[src/rtl/regfile_pkg.sv]
// Shared types and default sizing for the parametrised register file.
// Optional same-cycle write-to-read forwarding is enabled with REGFILE_BYPASS_EN.
package regfile_pkg;

  localparam int unsigned RF_DATA_W_DEF = 8;
  localparam int unsigned RF_DEPTH_DEF  = 4;

  typedef enum logic [0:0] {
    RF_IDLE  = 1'b0,
    RF_CLEAR = 1'b1
  } rf_state_e;

endpackage

[src/rtl/regfile_clear_seq.sv]
// Bulk-clear sequencer: walks every register index once, one per cycle,
// and reports busy for exactly DEPTH cycles.
module regfile_clear_seq
  import regfile_pkg::*;
#(
  parameter int unsigned DEPTH = RF_DEPTH_DEF,
  localparam int unsigned SEL_W = $clog2(DEPTH)
) (
  input  logic             clk,
  input  logic             areset_n,
  input  logic             clear_req,
  output logic             clr_we,
  output logic [SEL_W-1:0] clr_addr,
  output logic             busy
);

  localparam logic [SEL_W-1:0] LAST_IDX = SEL_W'(DEPTH - 1);

  rf_state_e        state_q, state_d;
  logic [SEL_W-1:0] idx_q, idx_d;
  logic             busy_q, busy_d;

  // Next state; clear_req is ignored once a clear is running.
  always_comb begin
    state_d = state_q;
    idx_d   = idx_q;
    busy_d  = busy_q;
    case (state_q)
      RF_IDLE: begin
        if (clear_req) begin
          state_d = RF_CLEAR;
          idx_d   = '0;
          busy_d  = 1'b1;
        end
      end
      RF_CLEAR: begin
        idx_d = idx_q + SEL_W'(1);
        if (idx_q == LAST_IDX) begin
          state_d = RF_IDLE;
          busy_d  = 1'b0;
        end
      end
      default: begin
        state_d = RF_IDLE;
        idx_d   = '0;
        busy_d  = 1'b0;
      end
    endcase
  end

  always_ff @(posedge clk) begin
    if (!areset_n) begin
      state_q <= RF_IDLE;
      idx_q   <= '0;
      busy_q  <= 1'b0;
    end else begin
      state_q <= state_d;
      idx_q   <= idx_d;
      busy_q  <= busy_d;
    end
  end

  assign clr_we   = (state_q == RF_CLEAR);
  assign clr_addr = idx_q;
  assign busy     = busy_q;

endmodule

[src/rtl/regfile_param.sv]
// DEPTH x DATA_W register file: two combinational read ports, one write port,
// sequenced bulk clear. Define REGFILE_BYPASS_EN for same-cycle write forwarding.
module regfile_param
  import regfile_pkg::*;
#(
  parameter int unsigned      DATA_W    = RF_DATA_W_DEF,
  parameter int unsigned      DEPTH     = RF_DEPTH_DEF,
  parameter logic [DATA_W-1:0] CLEAR_VAL = '0,
  localparam int unsigned     SEL_W     = $clog2(DEPTH)
) (
  input  logic              CLK,
  input  logic              areset_n,
  input  logic [SEL_W-1:0]  selector_a,
  input  logic [SEL_W-1:0]  selector_b,
  input  logic              write_bit,
  input  logic [SEL_W-1:0]  selector_e,
  input  logic [DATA_W-1:0] data_in,
  input  logic              clear_req,
  output logic [DATA_W-1:0] data_out_a,
  output logic [DATA_W-1:0] data_out_b,
  output logic              busy
);

  logic [DATA_W-1:0] regs_q [DEPTH];
  logic [DATA_W-1:0] regs_d [DEPTH];
  logic              clr_we;
  logic [SEL_W-1:0]  clr_addr;
  logic              wr_en;

  regfile_clear_seq #(
    .DEPTH (DEPTH)
  ) u_clear_seq (
    .clk       (CLK),
    .areset_n  (areset_n),
    .clear_req (clear_req),
    .clr_we    (clr_we),
    .clr_addr  (clr_addr),
    .busy      (busy)
  );

  assign wr_en = write_bit & ~busy;

  // Clear owns the storage while busy; user writes are dropped, not queued.
  always_comb begin
    regs_d = regs_q;
    if (clr_we) begin
      regs_d[clr_addr] = CLEAR_VAL;
    end else if (wr_en) begin
      regs_d[selector_e] = data_in;
    end
  end

  always_ff @(posedge CLK) begin
    if (!areset_n) begin
      for (int i = 0; i < int'(DEPTH); i++) begin
        regs_q[i] <= '0;
      end
    end else begin
      regs_q <= regs_d;
    end
  end

`ifdef REGFILE_BYPASS_EN
  always_comb begin
    data_out_a = regs_q[selector_a];
    data_out_b = regs_q[selector_b];
    if (wr_en && (selector_a == selector_e)) data_out_a = data_in;
    if (wr_en && (selector_b == selector_e)) data_out_b = data_in;
  end
`else
  always_comb begin
    data_out_a = regs_q[selector_a];
    data_out_b = regs_q[selector_b];
  end
`endif

endmodule

[config.mk]
export PLATFORM = sky130hd
export DESIGN_NAME = regfile_param
export DESIGN_NICKNAME = d
export VERILOG_FILES = /design/src/rtl/regfile_pkg.sv /design/src/rtl/regfile_clear_seq.sv /design/src/rtl/regfile_param.sv
export SDC_FILE = /design/constraint.sdc
export NUM_CORES = 1
export LEC_CHECK = 0
export CAP_MARGIN = 10
export CELL_PAD_IN_SITES_DETAIL_PLACEMENT = 1
export CELL_PAD_IN_SITES_GLOBAL_PLACEMENT = 1
export CORE_MARGIN = 5
export CORE_UTILIZATION = 30
export CTS_CLUSTER_SIZE = 25
export DETAILED_ROUTE_END_ITERATION = 6
export GPL_TIMING_DRIVEN = 0
export PLACE_DENSITY_LB_ADDON = 0.1
export SETUP_SLACK_MARGIN = 0.5
export SYNTH_ARGS = -nofsm -noshare
export SYNTH_HDL_FRONTEND = slang
export SYNTH_SLANG_ARGS = --single-unit
[constraint.sdc]
create_clock -name CLK -period 3.9 [get_ports CLK]
set_clock_uncertainty 0.2 [all_clocks]
set_input_delay 0.39 -clock CLK [delete_from_list [all_inputs] [get_ports CLK]]
set_output_delay 0.39 -clock CLK [all_outputs]
set_load 0.01 [all_outputs]
==> run summary <==
outcome -> complete, no violations
R2R Path End -> regs_q[14]
synth warn -> 0
CTS clk-pin slew, worst paths -> 0.08 ns
Rows -> 28
final WL -> 5620 um
antenna cells -> 0
largest net degree at the start of global routing -> 12
CTS buffer count -> 5
final setup vio count -> 0
number of nets in the layout -> 231
Worst-Skew Late Latency -> 0.29 ns
area delta synth->final -> 26.3%
CP required -> 3.31 ns
Slowest cell on crit path -> mux4_2
number of global-route vias before repair -> 1715
area occupied by multi-input gates -> 0.00106 mm^2
first-pass GRT wire length -> 8790 um
H-Tree Depth -> 2
initial drt markers -> 46
Crit path max-delay family -> buffers and inverters
CP endpoint kind -> primary output
CP endpoint -> data_out_a[0]
syn avg cell area -> 10.9 um^2
Finished Cell Area -> 0.00234 mm^2
First-pass DRT Iterations -> 4
Bufs and invs on worst path -> 2
final core utilization -> 0.394
Routed Antenna Nets -> 0
Cell Area, Placed -> 0.00225 mm^2
Max IR drop VDD -> 0.154 mV
unrepaired setup endpoints after global routing -> no
min-delay worst type -> flip-flop to flip-flop
R2R Path Start -> u_clear_seq.clr_addr[0]
Fin. Hold Viols -> 0
Routed WL per cell -> 19.8 um
Final min period -> 2.36 ns
Slew headroom -> 0.301
Clock Root Buffer -> clkbuf_8
Post-Syn Instances -> 171
MaxCap Viol Count -> 0
Design Power -> 0.796 mW
hold_buf cts -> 0
Worst EP arrival -> 1.77 ns
CTS resizes -> 0
top cell type's share of synthesized area -> 0.388
global route overflow -> 0
Netlist Area Pre-Place -> 0.00186 mm^2
synth top area cells -> dfxtp_1 39%, mux4_2 19%, mux2i_1 13%, nand2_1 8.1%, ha_1 3.4%
crit path from -> selector_a[1]
Initial Utilization -> 0.312
LEAKAGE -> 0.862 nW
critical path's largest stage delay -> 0.56 ns
Total Negative Setup Slacks -> 0 ns
RePlAce Congestion -> 0.816
post-CTS setup buffers -> 0
Die ar. -> 0.00786 mm^2
I/O pin count -> 35
Register Area -> 721 um^2
buffers added on ports -> 30
die extent in x -> 88.7 um
commonest cells after routing, fill and taps aside -> 40 x nand2_1, 36 x dfxtp_1, 30 x clkdlybuf4s50_1
CTS tree -> built
post-DP HPWL -> 3960 um
syn nets -> 194
Critical Path Start Type -> input pin
Worst path depth -> 3
Placeable Area -> 0.00596 mm^2
Yosys cell types -> 26
# fillers -> 695
Achievable Freq -> 424 MHz
via/cell ratio -> 5.28
initial antenna violation count -> 0
Placed Instances -> 276
Worst R2R Path Depth -> 5
pin slew with the least headroom to its limit -> 1.05 ns
cell breakdown of the critical path -> buf_2 -> mux4_2 -> clkdlybuf4s50_1
area leader, netlist -> dfxtp_1
Yosys reg bits -> 36
clock sinks -> 36
most common cell after layout, fill and taps aside -> nand2_1
Non-Filler Instances -> 284
Final Max Slew Viols -> 0
CP Class -> input pin to primary output
crit-path max FO -> 8
CTS max path bufs -> 2
height of the die -> 88.7 um
via count -> 1499
sequential area share after synthesis -> 0.388
Tcrit/Tclk final -> 0.604
# DRC -> 0
reg-to-reg slack, setup -> 1.78 ns
Power Density -> 339 mW/mm^2
share of cells above drive strength 1 -> 0.177
Overall Global Routing Usage -> 0.152
==> worst reg2reg max path: stages (launching register included) <==
cell,delay [ns]
dfxtp_1,0.42
inv_1,0.11
ha_1,0.20
a21boi_1,0.82
nand2_1,0.13
mux2i_1,0.16
==> worst min-delay path by stage <==
stage | start | to | slack (ns) | cells past startpoint
2_1_floorplan | regs_q[15] | regs_q[15] | 0.24 | 2
3_3_place_gp | regs_q[10] | regs_q[10] | 0.25 | 2
3_5_place_dp | regs_q[12] | regs_q[12] | 0.27 | 2
4_1_cts | regs_q[12] | regs_q[12] | 0.28 | 2
5_1_grt | regs_q[28] | regs_q[28] | 0.31 | 2
6_report | regs_q[12] | regs_q[12] | 0.28 | 2
==> where the power goes <==
part	switching, mW	total [mW]	internal, mW	leakage, nW
combinational	0.0619	0.116	0.0545	0.525
clock	0.147	0.291	0.144	0.0445
sequential	0.00944	0.388	0.379	0.292
==> through the flow <==
stage	setup WS [ns]	hold slack (ns)
3_5_place_dp	1.56	0.269
3_3_place_gp	1.57	0.249
6_report	1.54	0.277
5_1_grt	1.50	0.305
2_1_floorplan	2.14	0.241
4_1_cts	1.56	0.279
==> state kept, by name (all words and copies together), names as in the netlist <==
signal,count
regs_q,32
u_clear_seq.clr_we,1
u_clear_seq.clr_addr,2
u_clear_seq.busy,1
==> cell type report <==
class                           count  share of cell area
Timing Repair Buffer               30               0.128
Inverter                            4             0.00640
Sequential cell                    36               0.307
Clock buffer                        7              0.0368
Buffer                             10              0.0245
Multi-Input combinational cell    121               0.454
Tap cell                           75              0.0400
Clock inverter                      1             0.00320
==> cell usage after synthesis <==
| master | number |
|---|---|
| mux4_2 | 16 |
| nor2b_1 | 2 |
| nand4bb_1 | 1 |
| ha_1 | 5 |
| nor4b_1 | 1 |
| nor3b_1 | 2 |
| nand2b_1 | 2 |
| a21boi_0 | 2 |
| nand2_1 | 40 |
| and2_2 | 1 |
| nor2_4 | 1 |
| a21oi_1 | 2 |
| inv_2 | 1 |
| nand2_2 | 1 |
| a21boi_2 | 1 |
| clkbuf_1 | 1 |
| dfxtp_1 | 36 |
| buf_6 | 1 |
| o211ai_1 | 8 |
| or2_1 | 1 |
| buf_4 | 1 |
| mux2i_1 | 24 |
| o21ai_1 | 8 |
| a21boi_1 | 3 |
| inv_1 | 3 |
| buf_2 | 7 |
==> routing by layer <==
layer  up-vias  wire length (um)  GRT usage
met3        12               310     0.0261
met5         -                 0          0
li1        690                 -          -
met4         0               132     0.0577
met2        48              2700      0.263
met1       749              2470      0.187
==> logic make-up after synthesis <==
kind of cell	count (synthesis)	synth area share
multiplexers	40	0.323
adder cells (fa/ha/maj)	5	0.0337
flip-flops	36	0.388
AND/OR/NAND/NOR	52	0.130
AO/OA/AOI/OAI	24	0.0856
buffers and inverters	14	0.0391
(Power assumes the default switching activity.)
